`config.mk`:
```
export PLATFORM = sky130hd
export DESIGN_NAME = mem_arb
export DESIGN_NICKNAME = d
export VERILOG_FILES = /design/src/rtl/mem_arb_pkg.sv /design/src/rtl/rsp_hold.sv /design/src/rtl/mem_arb.sv
export SDC_FILE = /design/constraint.sdc
export NUM_CORES = 1
export LEC_CHECK = 0
export CORE_AREA = 2 2 202 204
export CTS_CLUSTER_SIZE = 25
export DETAILED_ROUTE_END_ITERATION = 10
export DIE_AREA = 0 0 204 206
export SLEW_MARGIN = 40
export SYNTH_ARGS = -nofsm -noshare
export SYNTH_HDL_FRONTEND = slang
export SYNTH_SLANG_ARGS = --single-unit
```
`constraint.sdc`:
```
create_clock -name clk -period 2.44 [get_ports clk]
set_clock_uncertainty 0.1 [all_clocks]
set_input_delay 0.488 -clock clk [delete_from_list [all_inputs] [get_ports clk]]
set_output_delay 0.488 -clock clk [all_outputs]
set_load 0.01 [all_outputs]
```
`src/rtl/mem_arb_pkg.sv`:
```
// rtl/mem_arb_pkg.sv - shared types for the two-port memory arbiter
package mem_arb_pkg;

   typedef enum logic {
      OWN_IF = 1'b0,
      OWN_LS = 1'b1
   } owner_e;

   typedef struct packed {
      logic   valid;
      owner_e owner;
      logic   is_store;
   } inflight_t;

   // Seeding the pointer with IF makes LS win the first contested cycle.
   localparam owner_e RR_RESET_LAST = OWN_IF;

   function automatic owner_e rr_next(input owner_e last);
      owner_e nxt;
      if (last == OWN_IF) nxt = OWN_LS;
      else                nxt = OWN_IF;
      return nxt;
   endfunction

endpackage

```
`src/rtl/rsp_hold.sv`:
```
// rtl/rsp_hold.sv - per-port response slot: pass-through with a 1-entry holding register
module rsp_hold #(
   parameter int DATA_WIDTH = 64
) (
   input  logic                  clk,
   input  logic                  rst,
   input  logic                  in_valid,
   input  logic [DATA_WIDTH-1:0] in_data,
   input  logic                  rsp_ready,
   output logic                  rsp_valid,
   output logic [DATA_WIDTH-1:0] rsp_data,
   output logic                  blocked
);

   logic                  hold_valid_q, hold_valid_d;
   logic [DATA_WIDTH-1:0] hold_data_q, hold_data_d;

   // A fresh result and a held one never coexist: the arbiter withholds
   // grants while this slot is blocked.
   always_comb begin
      hold_valid_d = hold_valid_q;
      hold_data_d  = hold_data_q;
      if (hold_valid_q) begin
         if (rsp_ready) hold_valid_d = 1'b0;
      end else if (in_valid && !rsp_ready) begin
         hold_valid_d = 1'b1;
         hold_data_d  = in_data;
      end
   end

   always_ff @(posedge clk or negedge rst) begin
      if (!rst) begin
         hold_valid_q <= 1'b0;
         hold_data_q  <= '0;
      end else begin
         hold_valid_q <= hold_valid_d;
         hold_data_q  <= hold_data_d;
      end
   end

   always_comb begin
      rsp_valid = hold_valid_q | in_valid;
      rsp_data  = '0;
      if (hold_valid_q)  rsp_data = hold_data_q;
      else if (in_valid) rsp_data = in_data;
      // Full now, or about to capture a result the consumer is refusing.
      blocked   = hold_valid_q | (in_valid & ~rsp_ready);
   end

endmodule

```
`src/rtl/mem_arb.sv`:
```
// rtl/mem_arb.sv - round-robin arbiter sharing one single-cycle RAM between fetch and load/store
module mem_arb #(
   parameter int ADDR_WIDTH = 64,
   parameter int DATA_WIDTH = 64
) (
   input  logic                  clk,
   input  logic                  rst,
   input  logic                  if_req_valid,
   input  logic [ADDR_WIDTH-1:0] if_req_addr,
   output logic                  if_req_ready,
   output logic                  if_rsp_valid,
   output logic [DATA_WIDTH-1:0] if_rsp_data,
   input  logic                  if_rsp_ready,
   input  logic                  ls_req_valid,
   input  logic                  ls_req_wen,
   input  logic [ADDR_WIDTH-1:0] ls_req_addr,
   input  logic [DATA_WIDTH-1:0] ls_req_wdata,
   output logic                  ls_req_ready,
   output logic                  ls_rsp_valid,
   output logic [DATA_WIDTH-1:0] ls_rsp_data,
   input  logic                  ls_rsp_ready,
   output logic                  ram_en,
   output logic                  ram_wen,
   output logic [ADDR_WIDTH-1:0] ram_addr,
   output logic [DATA_WIDTH-1:0] ram_wdata,
   input  logic [DATA_WIDTH-1:0] ram_rdata,
   input  logic                  ram_ready
);

   import mem_arb_pkg::*;

   inflight_t             inflight_q, inflight_d;
   owner_e                last_q, last_d;
   owner_e                grant;
   logic                  if_blocked, ls_blocked;
   logic                  if_elig, ls_elig, issue;
   logic                  if_in_valid, ls_in_valid;
   logic [DATA_WIDTH-1:0] ls_in_data;

   always_comb begin
      if_elig = if_req_valid && !if_blocked;
      ls_elig = ls_req_valid && !ls_blocked;
      issue   = rst && ram_ready && (if_elig || ls_elig);
      grant   = OWN_LS;
      if (if_elig && ls_elig) grant = rr_next(last_q);
      else if (if_elig)       grant = OWN_IF;
   end

   always_comb begin
      last_d              = last_q;
      inflight_d          = '0;
      inflight_d.valid    = issue;
      inflight_d.owner    = grant;
      inflight_d.is_store = issue && (grant == OWN_LS) && ls_req_wen;
      if (issue) last_d = grant;
   end

   always_ff @(posedge clk or negedge rst) begin
      if (!rst) begin
         inflight_q <= '0;
         last_q     <= RR_RESET_LAST;
      end else begin
         inflight_q <= inflight_d;
         last_q     <= last_d;
      end
   end

   always_comb begin
      ram_en       = issue;
      ram_wen      = 1'b0;
      ram_addr     = '0;
      ram_wdata    = '0;
      if_req_ready = 1'b0;
      ls_req_ready = 1'b0;
      if (issue) begin
         if (grant == OWN_IF) begin
            if_req_ready = 1'b1;
            ram_addr     = if_req_addr;
         end else begin
            ls_req_ready = 1'b1;
            ram_addr     = ls_req_addr;
            ram_wen      = ls_req_wen;
            if (ls_req_wen) ram_wdata = ls_req_wdata;
         end
      end
   end

   // RAM data belongs to last cycle's issue; stores acknowledge with zero.
   always_comb begin
      if_in_valid = inflight_q.valid && (inflight_q.owner == OWN_IF);
      ls_in_valid = inflight_q.valid && (inflight_q.owner == OWN_LS);
      ls_in_data  = inflight_q.is_store ? '0 : ram_rdata;
   end

   rsp_hold #(.DATA_WIDTH(DATA_WIDTH)) u_if_hold (
      .clk       (clk),
      .rst       (rst),
      .in_valid  (if_in_valid),
      .in_data   (ram_rdata),
      .rsp_ready (if_rsp_ready),
      .rsp_valid (if_rsp_valid),
      .rsp_data  (if_rsp_data),
      .blocked   (if_blocked)
   );

   rsp_hold #(.DATA_WIDTH(DATA_WIDTH)) u_ls_hold (
      .clk       (clk),
      .rst       (rst),
      .in_valid  (ls_in_valid),
      .in_data   (ls_in_data),
      .rsp_ready (ls_rsp_ready),
      .rsp_valid (ls_rsp_valid),
      .rsp_data  (ls_rsp_data),
      .blocked   (ls_blocked)
   );

endmodule
```
Yosys cells after proc, flatten, opt, wreduce, memory -nomap -nowiden --
Cells that the tools add are included.
Word-level totals: flip-flop bits (word level) 134, output and inout bits 262, logic and storage cells 62
Cells by class: multiplexer cells 25, bitwise logic cells 11, reductions and logical operators 18
Operators by type and width (number):
- $mux W64 | 10
- $mux W1 | 15
- $logic_and A1 B1 Y1 | 11
- $not A1 Y1 | 5
- $logic_not A1 Y1 | 4
- $or A1 B1 Y1 | 4
- $reduce_and A2 Y1 | 2
- $and A1 B1 Y1 | 2
- $logic_or A1 B1 Y1 | 1

Depth between registers and ports, before layout --
Gate-level depths: netlist (run 1).
word-level depth 10, mapped depth 6

Hierarchy --
A second synthesis (run 1) with hierarchy kept.
Unflattened totals: cell total of the unflattened synthesis 860, area total of the unflattened synthesis 9545.4 sq um
By module, submodules not included:
- rsp_hold | times used 2, cells an instance 225, area an instance 3388.2 sq um, sequential area each 1626.6 sq um
- mem_arb | times used 1, cells an instance 410, area an instance 2768.9 sq um, sequential area each 100.1 sq um

Least setup slack after synthesis (run 1) --
OpenSTA, ideal clock, no wires.
path kind input port to output port, start point in ls_rsp_ready, end point out ram_addr[10], arrival time 1.655 ns, required time 1.852 ns, setup slack 0.197 ns, cell stages on the path 5, buffers on the path 2, cell sequence nand3b_1 -> a2111o_1 -> buf_2 -> buf_6 -> o22ai_1
Between the ends: longest elaborated chain between the ends 9, elaborated cells between the ends (all ways) 11, classes of those cells mux (3); bitwise (3); reduce/logical (5)
Ends and longest elaborated chain:
- start, declared | RTL line mem_arb.sv:21 | input logic ls_rsp_ready,
- $not A1 Y1 * | RTL line rsp_hold.sv:47 | blocked = hold_valid_q | (in_valid & ~rsp_ready);
- $and A1 B1 Y1 * | RTL line rsp_hold.sv:47
- $or A1 B1 Y1 * | RTL line rsp_hold.sv:47
- $logic_not A1 Y1 * | RTL line mem_arb.sv:42 | ls_elig = ls_req_valid && !ls_blocked;
- $logic_and A1 B1 Y1 * | RTL line mem_arb.sv:42
- $logic_and A1 B1 Y1 | RTL line mem_arb.sv:45 | if (if_elig && ls_elig) grant = rr_next(last_q);
- $mux W1 | RTL line mem_arb.sv:45
- $mux W64 | RTL line mem_arb.sv:76 | if (grant == OWN_IF) begin
- $mux W64 * | RTL line mem_arb.sv:75 | if (issue) begin
- end, declared | RTL line mem_arb.sv:24 | output logic [ADDR_WIDTH-1:0] ram_addr,
Every way passes the cells marked *; elsewhere a longest branch is shown, timed or not.

Worst setup path after layout (run 1) --
start point reg inflight_q[1] in the netlist's numbering, end point out ram_addr[23]
Between the ends: longest elaborated chain between the ends 10, elaborated cells between the ends (all ways) 18, classes of those cells mux (4); bitwise (5); reduce/logical (9)
Ends and longest elaborated chain:
- start, declared | RTL line mem_arb.sv:32 | inflight_t inflight_q, inflight_d;
- start signal, assigned | RTL line mem_arb.sv:63 | inflight_q <= inflight_d;
- $not A1 Y1 | RTL line mem_arb.sv:90 | if_in_valid = inflight_q.valid && (inflight_q.owner == OWN_IF);
- $logic_and A1 B1 Y1 | RTL line mem_arb.sv:90
- $and A1 B1 Y1 | RTL line rsp_hold.sv:47
- $or A1 B1 Y1 | RTL line rsp_hold.sv:47
- $logic_not A1 Y1 | RTL line mem_arb.sv:41 | if_elig = if_req_valid && !if_blocked;
- $logic_and A1 B1 Y1 | RTL line mem_arb.sv:41
- $mux W1 / $logic_and A1 B1 Y1 (equally long branches) | RTL line mem_arb.sv:46, mem_arb.sv:45
- $mux W1 | RTL line mem_arb.sv:45
- $mux W64 | RTL line mem_arb.sv:76
- $mux W64 * | RTL line mem_arb.sv:75
Marked as above.

==> flow_summary.toml, run 1 <==
[yosys]
synth-seq-area-share = 0.416
synthesis.instances = 850
avgSynthCellArea_um2 = 9.48
yosysWarnings = 0
syn_area_um2 = 8060
ys_types = 30
synth_seq_cells = 134
syn_nets = 1114

[sta]
maxSlewHeadroom = 0.654
fmax_mhz = 349
hold_ws_ns = 0.132
setup_tns_ns = -55.07
rsz0062_at_grt = "yes"
fin_crit_ns = 2.86
setup-violations-final = 257
post-route-period-util = 1.17
hold_viol = 0
final.setup.worst_slack_ns = -0.422
tightest_slew_ns = 0.518
final_max_slew_viol_count = 0

[cts]
tritoncts = "built"
clkTransAtPathRegs_ns = 0.06
cts_sinks = 134
clock_path_buffers = 2
htreeDepth = 4
clk_latency_ns = 0.43
numCtsBuffers = 17
ctsRootBufferMaster = "clkbuf_16"

[route]
via_per_inst = 5.05
drtIter0Drc = 617
drc = 0
drt_pre_antenna_iters = 6
num_vias = 10100
routed_wl_mm = 48.4
drtAntennaViolNets = 0
wire_per_inst_um = 24.2

[setup_path]
path_buf_inv = 4
end_kind = "output port"
cp_slowest_cell = "a2111o_2"
critPathMaxStageDelay_ns = 0.57
cp_max_fo = 6
crit_top_cell = "buf_6"
worstPathRequired_ns = 1.85
cp.arrival_ns = 2.27
critical_path.top_delay_family = "compound AO/OA/AOI/OAI gates"
path_class = "reg -> out"
worstPathCellList = "buf_6, nand3b_1, a2111o_2, buf_12, buf_16, o22ai_4, buf_6"
start_kind = "flop"

[placed_design]
pre_cts_ws_ns = -0.801
place_inst = 1889
portBuffers = 525
gp_congestion = 1.03
dp.final_hpwl_mm = 33.6

[floorplan]
die_w_um = 204
initial_core_util = 0.201
fp-row-count = 74
die_y_um = 206
core_um2 = 40200
die_area_um2 = 42000
num_io_pins = 526

[finish]
drive_gt1_frac = 0.423
areaGrowthSynthToFinish_pct = 99.8
final_util = 0.401
layout_common_cells = "257 x clkdlybuf4s50_1, 196 x buf_2, 191 x a22o_1"
final_common_cell = "clkdlybuf4s50_1"
nNetsFinal = 1714
fillerInstances = 4039
fin_cells = 1995
n_antenna_cell = 0

[global_route]
grt_pass1_vias = 10100
track_usage = 0.216
antenna_found_initial = 8
grt_start_max_net_pins = 131
grt_pass1_wl_mm = 67.2
grt-ovfl-total = 0

[power_and_ir_drop]
irDropWorstVdd_v = 0.000442
leakage_nw = 7.07
p_per_area_nw_per_um2 = 565

[worst_hold_path]
hp-class = "in -> async"

[run_status]
outcome = "finished with violations"
violations = "negative setup slack"

[job]
cap_violations = 0
[sequential cells by signal, summed over array words and instances, names as in the netlist]
| register | cells |
|---|---|
| inflight_q | 3 |
| last_q | 1 |
| u_if_hold.hold_data_q | 64 |
| u_if_hold.hold_valid_q | 1 |
| u_ls_hold.hold_data_q | 64 |
| u_ls_hold.hold_valid_q | 1 |
[stage by stage]
step	power, mW	instance area (um2)
after detailed placement	6.05	14600
after global placement	5.98	14600
after global routing	9.54	16100
after floorplan	4.51	8060
after CTS	9.01	15600
final	9.10	16100
[power breakdown]
group,internal [mW],switching (mW),total [mW]
clock,1.76,1.01,2.78
sequential,2.91,0.375,3.28
combinational,1.73,1.31,3.04
[final cells by class]
cell class	instances	area [um2]	area share
clock buffer	20	457	0.0284
sequential	134	3360	0.208
tap	532	666	0.0413
clock inverter	12	175	0.0109
multi-input combinational	607	4900	0.304
timing repair buffer	689	6550	0.407
inverter	1	3.75	0.000233
[layer usage]
layer	up-vias	wire (um)	global-route usage	part of all wire
met5	-	100	0	0.0021
met4	14	1780	0.0805	0.037
met3	95	3780	0.0684	0.078
met2	500	25100	0.396	0.52
met1	4982	17600	0.232	0.36
li1	4488	-	-	-
[worst min-delay path: stages]
cell and delay (ns):
buf_8 0.11, buf_12 0.20, buf_4 0.15
[logic make-up (layout without fill, tap and decap cells)]
kind of cell,count (synthesis),after routing,synth area share
AO/OA/AOI/OAI,260,260,0.263
buffers and inverters,110,722,0.0588
flip-flops,134,134,0.416
AND/OR/NAND/NOR,281,282,0.172
multiplexers,65,65,0.0907
[what timing repair did]
action,in CTS,in global routing
setup buffers,44,12
pin swaps,18,42
resized for setup,1052,227
hold endpoints to repair,2,0
hold buffers,2,0
gates cloned,13,5
setup endpoints to repair,262,262
[synth_stat cells]
cell type,number,area share
buf_6,5,0.0070
nor2b_1,3,0.0023
mux2i_1,1,0.0012
a21oi_1,1,0.00062
mux2_2,59,0.082
nor3_2,1,0.0012
nand4_1,1,0.00078
inv_1,1,0.00047
a22o_1,192,0.21
or3_1,2,0.0016
nand3_1,128,0.079
mux2_1,5,0.0070
nand3b_1,2,0.0019
nand2_1,67,0.031
o22ai_1,64,0.050
nand2b_1,3,0.0023
nor3b_2,1,0.0016
clkbuf_1,81,0.038
buf_2,19,0.012
nor3b_1,3,0.0028
a2111o_1,1,0.0014
nor3_1,64,0.040
nor3_4,1,0.0020
o211ai_2,1,0.0016
buf_1,4,0.0019
o21a_1,1,0.00093
nor4_4,1,0.0026
dfrtp_1,134,0.42
nor4_1,1,0.00078
nor2_1,3,0.0014
[worst paths after layout]
kind	startpoint	endpoint	slack, ns	cells after the start
setup reg to reg	u_ls_hold.hold_valid_q$_DFF_PN0_	u_ls_hold.hold_data_q[14]$_DFFE_PN0P_	0.29	5
max in group asynchronous	rst	u_ls_hold.hold_valid_q$_DFF_PN0_	1.17	4
min in group clk	ram_ready	inflight_q[2]$_DFF_PN0_	0.38	3
setup / recovery	inflight_q[1]$_DFF_PN0_	ram_addr[23]	-0.42	7
hold reg to reg	u_if_hold.hold_data_q[13]$_DFFE_PN0P_	u_if_hold.hold_data_q[13]$_DFFE_PN0P_	0.40	1
hold / removal	rst	u_if_hold.hold_valid_q$_DFF_PN0_	0.13	3
Power figures use the tool's default switching activity.
==> run 2: changes to the inputs <==
- CTS_BUF_LIST: not set -> sky130_fd_sc_hd__clkbuf_4 sky130_fd_sc_hd__clkbuf_8 sky130_fd_sc_hd__clkbuf_16
- CTS_CLUSTER_SIZE: 25 -> 14
- SKIP_CTS_REPAIR_TIMING: not set -> 1
==> run 2 against run 1 <==
Effect of this change: the flow still finishes with violations (negative setup slack); cell count fell by 0.55%; register-to-register slack barely moved; die area did not move; via count fell by 1.1%.
==> flow_summary.toml, run 2 (synthesis results as in run 1) <==
[sta]
tightest_slew_ns = 0.547
setup_tns_ns = -54.27
setup-violations-final = 253
final_max_slew_viol_count = 0
hold_viol = 0
rsz0062_at_grt = "yes"
maxSlewHeadroom = 0.635
post-route-period-util = 1.17
fmax_mhz = 351
final.setup.worst_slack_ns = -0.411
fin_crit_ns = 2.85

[cts]
clkTransAtPathRegs_ns = 0.06
cts_sinks = 134
tritoncts = "built"
clock_path_buffers = 2
clk_latency_ns = 0.43
htreeDepth = 4
numCtsBuffers = 17
ctsRootBufferMaster = "clkbuf_16"

[floorplan]
die_area_um2 = 42000
core_um2 = 40200
num_io_pins = 526
die_w_um = 204
die_y_um = 206
fp-row-count = 74
initial_core_util = 0.201

[setup_path]
critPathMaxStageDelay_ns = 0.44
path_buf_inv = 6
r2r_start = "u_ls_hold.hold_valid_q$_DFF_PN0_"
reg2reg_depth = 5
cp_slowest_cell = "dfrtp_2"
worstPathCellList = "buf_6, nand3b_1, buf_6, nand4_1, buf_6, clkbuf_16, clkbuf_16, nor3_2, buf_2"
cp_max_fo = 5
start_kind = "flop"
rrSetupSlack_ns = 0.28
cp.arrival_ns = 2.26
critical_path.top_delay_family = "buffers and inverters"
reg2reg_to = "u_ls_hold.hold_data_q[14]$_DFFE_PN0P_"
end_kind = "output port"
startpoint = "inflight_q[1]$_DFF_PN0_"
worstPathRequired_ns = 1.85
crit_top_cell = "buf_6"
path_class = "reg -> out"

[placed_design]
portBuffers = 525
dp.final_hpwl_mm = 33.6
gp_congestion = 1.03
dpl_cell_area_um2 = 14600
place_inst = 1889

[global_route]
use_met3 = 0.0700
use_met1 = 0.212
grt_pass1_vias = 9592
busiest_layer = "met2"
grt_start_max_net_pins = 131
antenna_found_initial = 8
grt-ovfl-total = 0
grtUsageMet2 = 0.359
grt_pass1_wl_mm = 62.2
track_usage = 0.199

[finish]
nNetsFinal = 1702
final_area_um2 = 16100
fin_cells = 1984
fillerInstances = 4038
layout_common_cells = "256 x clkdlybuf4s50_1, 191 x a22o_1, 154 x buf_2"
final_common_cell = "clkdlybuf4s50_1"
areaGrowthSynthToFinish_pct = 100
top_regs = "u_if_hold.hold_data_q x64, u_ls_hold.hold_data_q x64, inflight_q x3"
drive_gt1_frac = 0.411

[worst_hold_path]
hp-class = "in -> async"

[route]
drtAntennaViolNets = 0
drt_pre_antenna_iters = 5
drc = 0
via_per_inst = 5.02
drtIter0Drc = 540
num_vias = 9969
wire_per_inst_um = 24.3
routed_wl_mm = 48.2

[run_status]
violations = "negative setup slack"
outcome = "finished with violations"

[power_and_ir_drop]
irDropWorstVdd_v = 0.000443
leakage_nw = 7.27
p_per_area_nw_per_um2 = 561

[job]
cap_violations = 0
==> run 2: changes by cell type in the layout (fill, tap and decap cells not counted), moves of 22 or more <==
cell,delta
clkbuf_2,+50
buf_2,-42
nor3_4,+27
o22ai_1,+23
nor3_1,-22
==> run 2: report_power, final <==
group | internal [mW] | leakage, nW | total (mW) | switching, mW
Sequential | 2.91 | 1.65 | 3.28 | 0.375
Combinational | 1.67 | 5.32 | 2.98 | 1.31
Clock | 1.77 | 0.306 | 2.79 | 1.02
Total | 6.35 | 7.27 | 9.05 | 2.70
==> run 2: layout make-up <==
cell class | instances | area (um2) | share of cell area
clock inverters | 12 | 175 | 0.0109
clock buffers | 20 | 460 | 0.0286
multi-input cells | 607 | 5000 | 0.310
repair buffers | 677 | 6460 | 0.401
diodes | 1 | 2.50 | 0.000155
flip-flops and latches | 134 | 3360 | 0.208
well taps | 532 | 666 | 0.0413
inverters | 1 | 3.75 | 0.000233
==> run 2: worst reg2reg max path: stages, from the launching register on <==
cell	delay (ns)
dfrtp_2	0.42
buf_4	0.19
clkbuf_16	0.24
or3_2	0.59
buf_12	0.20
a22o_1	0.30
==> run 2: worst max path at each step <==
stage | endpoint | cells past startpoint
floorplan | ram_addr[10] | 5
global placement | ram_wdata[35] | 8
detailed placement | ram_addr[12] | 6
CTS | ram_addr[12] | 6
global route | ram_wdata[14] | 9
finish | ram_wdata[14] | 9
==> run 2: routing by layer <==
| metal | part of all wire | up-vias |
|---|---|---|
| met5 | 0.0020 | - |
| met4 | 0.038 | 14 |
| met3 | 0.076 | 91 |
| met2 | 0.51 | 453 |
| met1 | 0.37 | 4948 |
| li1 | - | 4463 |
==> run 2: metrics by stage <==
step | utilization | hold WS (ns) | setup slack [ns] | power [mW]
floorplan | - | 0.0924 | 0.197 | 4.51
global placement | 0.364 | 0.339 | -0.825 | 5.98
detailed placement | 0.364 | 0.336 | -0.801 | 6.05
CTS | 0.380 | -0.128 | -0.812 | 8.88
global route | 0.401 | 0.118 | -0.523 | 9.49
finish | 0.401 | 0.129 | -0.411 | 9.05
==> variant (settings of run 2) <==
The parameter `ADDR_WIDTH` goes from 64 to 68.
--- a/src/rtl/mem_arb.sv
+++ b/src/rtl/mem_arb.sv
@@ -1,6 +1,6 @@
 // rtl/mem_arb.sv - round-robin arbiter sharing one single-cycle RAM between fetch and load/store
 module mem_arb #(
-   parameter int ADDR_WIDTH = 64,
+   parameter int ADDR_WIDTH = 68,
    parameter int DATA_WIDTH = 64
 ) (
    input  logic                  clk,
Ports: changed (resized if_req_addr, ls_req_addr and ram_addr); port bits go from 526 to 538. The function was not compared with the original's and may differ.
==> variant against run 2 <==
Critical path depth decreased by 1. Synthesized area is 0.33% higher. Critical endpoint is now ram_addr[47]. Cell area fell by 2.2%. Sequential power barely moved. Global-route usage is 0.43 points lower. Final cell count fell by 0.10%. The run still ends with setup timing left. Combinational power fell by 5%. Wire length decreased by 7.4%. Setup slack lost 0.073 ns. Power down 3.7%. Sequential cell count unchanged.
==> variant: results (changes against run 2) <==
[synth]
async_flop_share=1.00  ; unchanged
ys_types=28  ; -6.7%
seq_area_frac_synth=0.415  ; -0.00135
yosys-top-cells-count=a22o_1 (192), nand3_1 (136), dfrtp_1 (134)
synth_compound_area_frac=0.264  ; +0.00162
synth_mux_area_frac=0.0904  ; -0.000295
synth.avg_cell_area_um2=9.34  ; -1.5%
synth_top_area_cell=dfrtp_1
yosys-top-cells-area=dfrtp_1 (41%), a22o_1 (21%), nand3_1 (8.4%)
syn_nets=1138  ; +2.2%

[global_route]
grt_pass1_wl_um=61300  ; -1.4%
grt_antenna_before_repair=5  ; -3
grt_util_met1=0.231  ; +0.0184
grt_use_met3=0.0681  ; -0.00189
grt_use_total=0.194  ; -0.00429
use_met2=0.320  ; -0.0394
grt_pass1_vias=9546  ; -0.48%
grt_max_degree=65  ; -50%

[route]
drt_iter0_drc=607  ; +12%
wire_per_inst_um=22.5  ; -7.3%
top_layer_used=met5
wl_met3_um=4250  ; +15%
vias_per_cell=5.00  ; -0.46%
drt-met1-wl_um=17400  ; -2.8%
wl_met2_um=21200  ; -14%

[place]
dp_hpwl_um=33700  ; +0.42%
place.gp.congestion=0.994  ; -3.9%
dp_cells=1925  ; +1.9%
dpl-instance-area_um2=14800  ; +1.4%
pre_cts_ws_ns=-0.867  ; -0.0656 ns
port_buffers=537  ; +2.3%

[min_path]
hp-class=in -> async

[worst_setup_path]
path_max_fanout=19  ; +14
worstPathArrival_ns=2.34  ; +0.08 ns
endpoint=ram_addr[47]
reg2reg_slack_ns=0.40  ; +0.12 ns
critPathLaunch=inflight_q[2]$_DFF_PN0_
r2r_start=u_if_hold.hold_valid_q$_DFF_PN0_
r2r_end=u_if_hold.hold_data_q[29]$_DFFE_PN0P_

[final_layout]
stdcell_count=1982  ; -0.10%
drive_gt1_frac=0.270  ; -0.142
nNetsFinal=1709  ; +0.41%

[power_and_ir_drop]
p_comb_frac=0.323  ; -0.006
p_leak_nw=7.86  ; +8.1%
ir_drop_uv=457  ; +3.4%
p_sw_mw=2.56  ; -5.0%
p_clk_mw=2.62  ; -6%
switching_share=0.294  ; -0.00393

[clock_network]
clk_path_buf_depth=2  ; unchanged
clk_pin_slew_ns=0.07
cts_max_level=4  ; unchanged

[sta]
fin_ws_ns=-0.484  ; -0.0731 ns
finalSetupTns_ns=-60.45  ; -6.19 ns
max-slew-margin-rel=0.614  ; -0.0208
setup_viol=240  ; -5.1%
hold_ws_ns=0.0468  ; -0.0817 ns

[outcome]
violations=setup timing
outcome=finished, violations left

==> variant: cell types whose count changed after synthesis, moves of 4 or more <==
cell      before  now
nand3_1      128  136
o22ai_1       64   68
clkbuf_1      81   87
buf_6          5    1
==> variant: worst max-delay path, stage by stage, from the launching register on <==
cell and delay [ns]:
dfrtp_1 0.39, buf_4 0.13, nor3b_2 0.15, buf_6 0.13, a2111o_2 0.40, buf_4 0.16
buf_12 0.14, o22ai_1 0.22, buf_2 0.17
==> variant: layout make-up <==
class	count	area (um^2)
clock inverters	13	158
inverters	1	3.75
clock buffers	18	439
diodes	1	2.50
flip-flops and latches	134	3360
multi-input cells	620	4600
repair buffers	663	6540
well taps	532	666
fillers	4045	24400
==> variant: logic make-up after synthesis <==
kind of cell,count (synthesis)
AOI/OAI and AO/OA,264
buffers and inverters,114
and+or+nand+nor,289
DFF,134
muxes,65
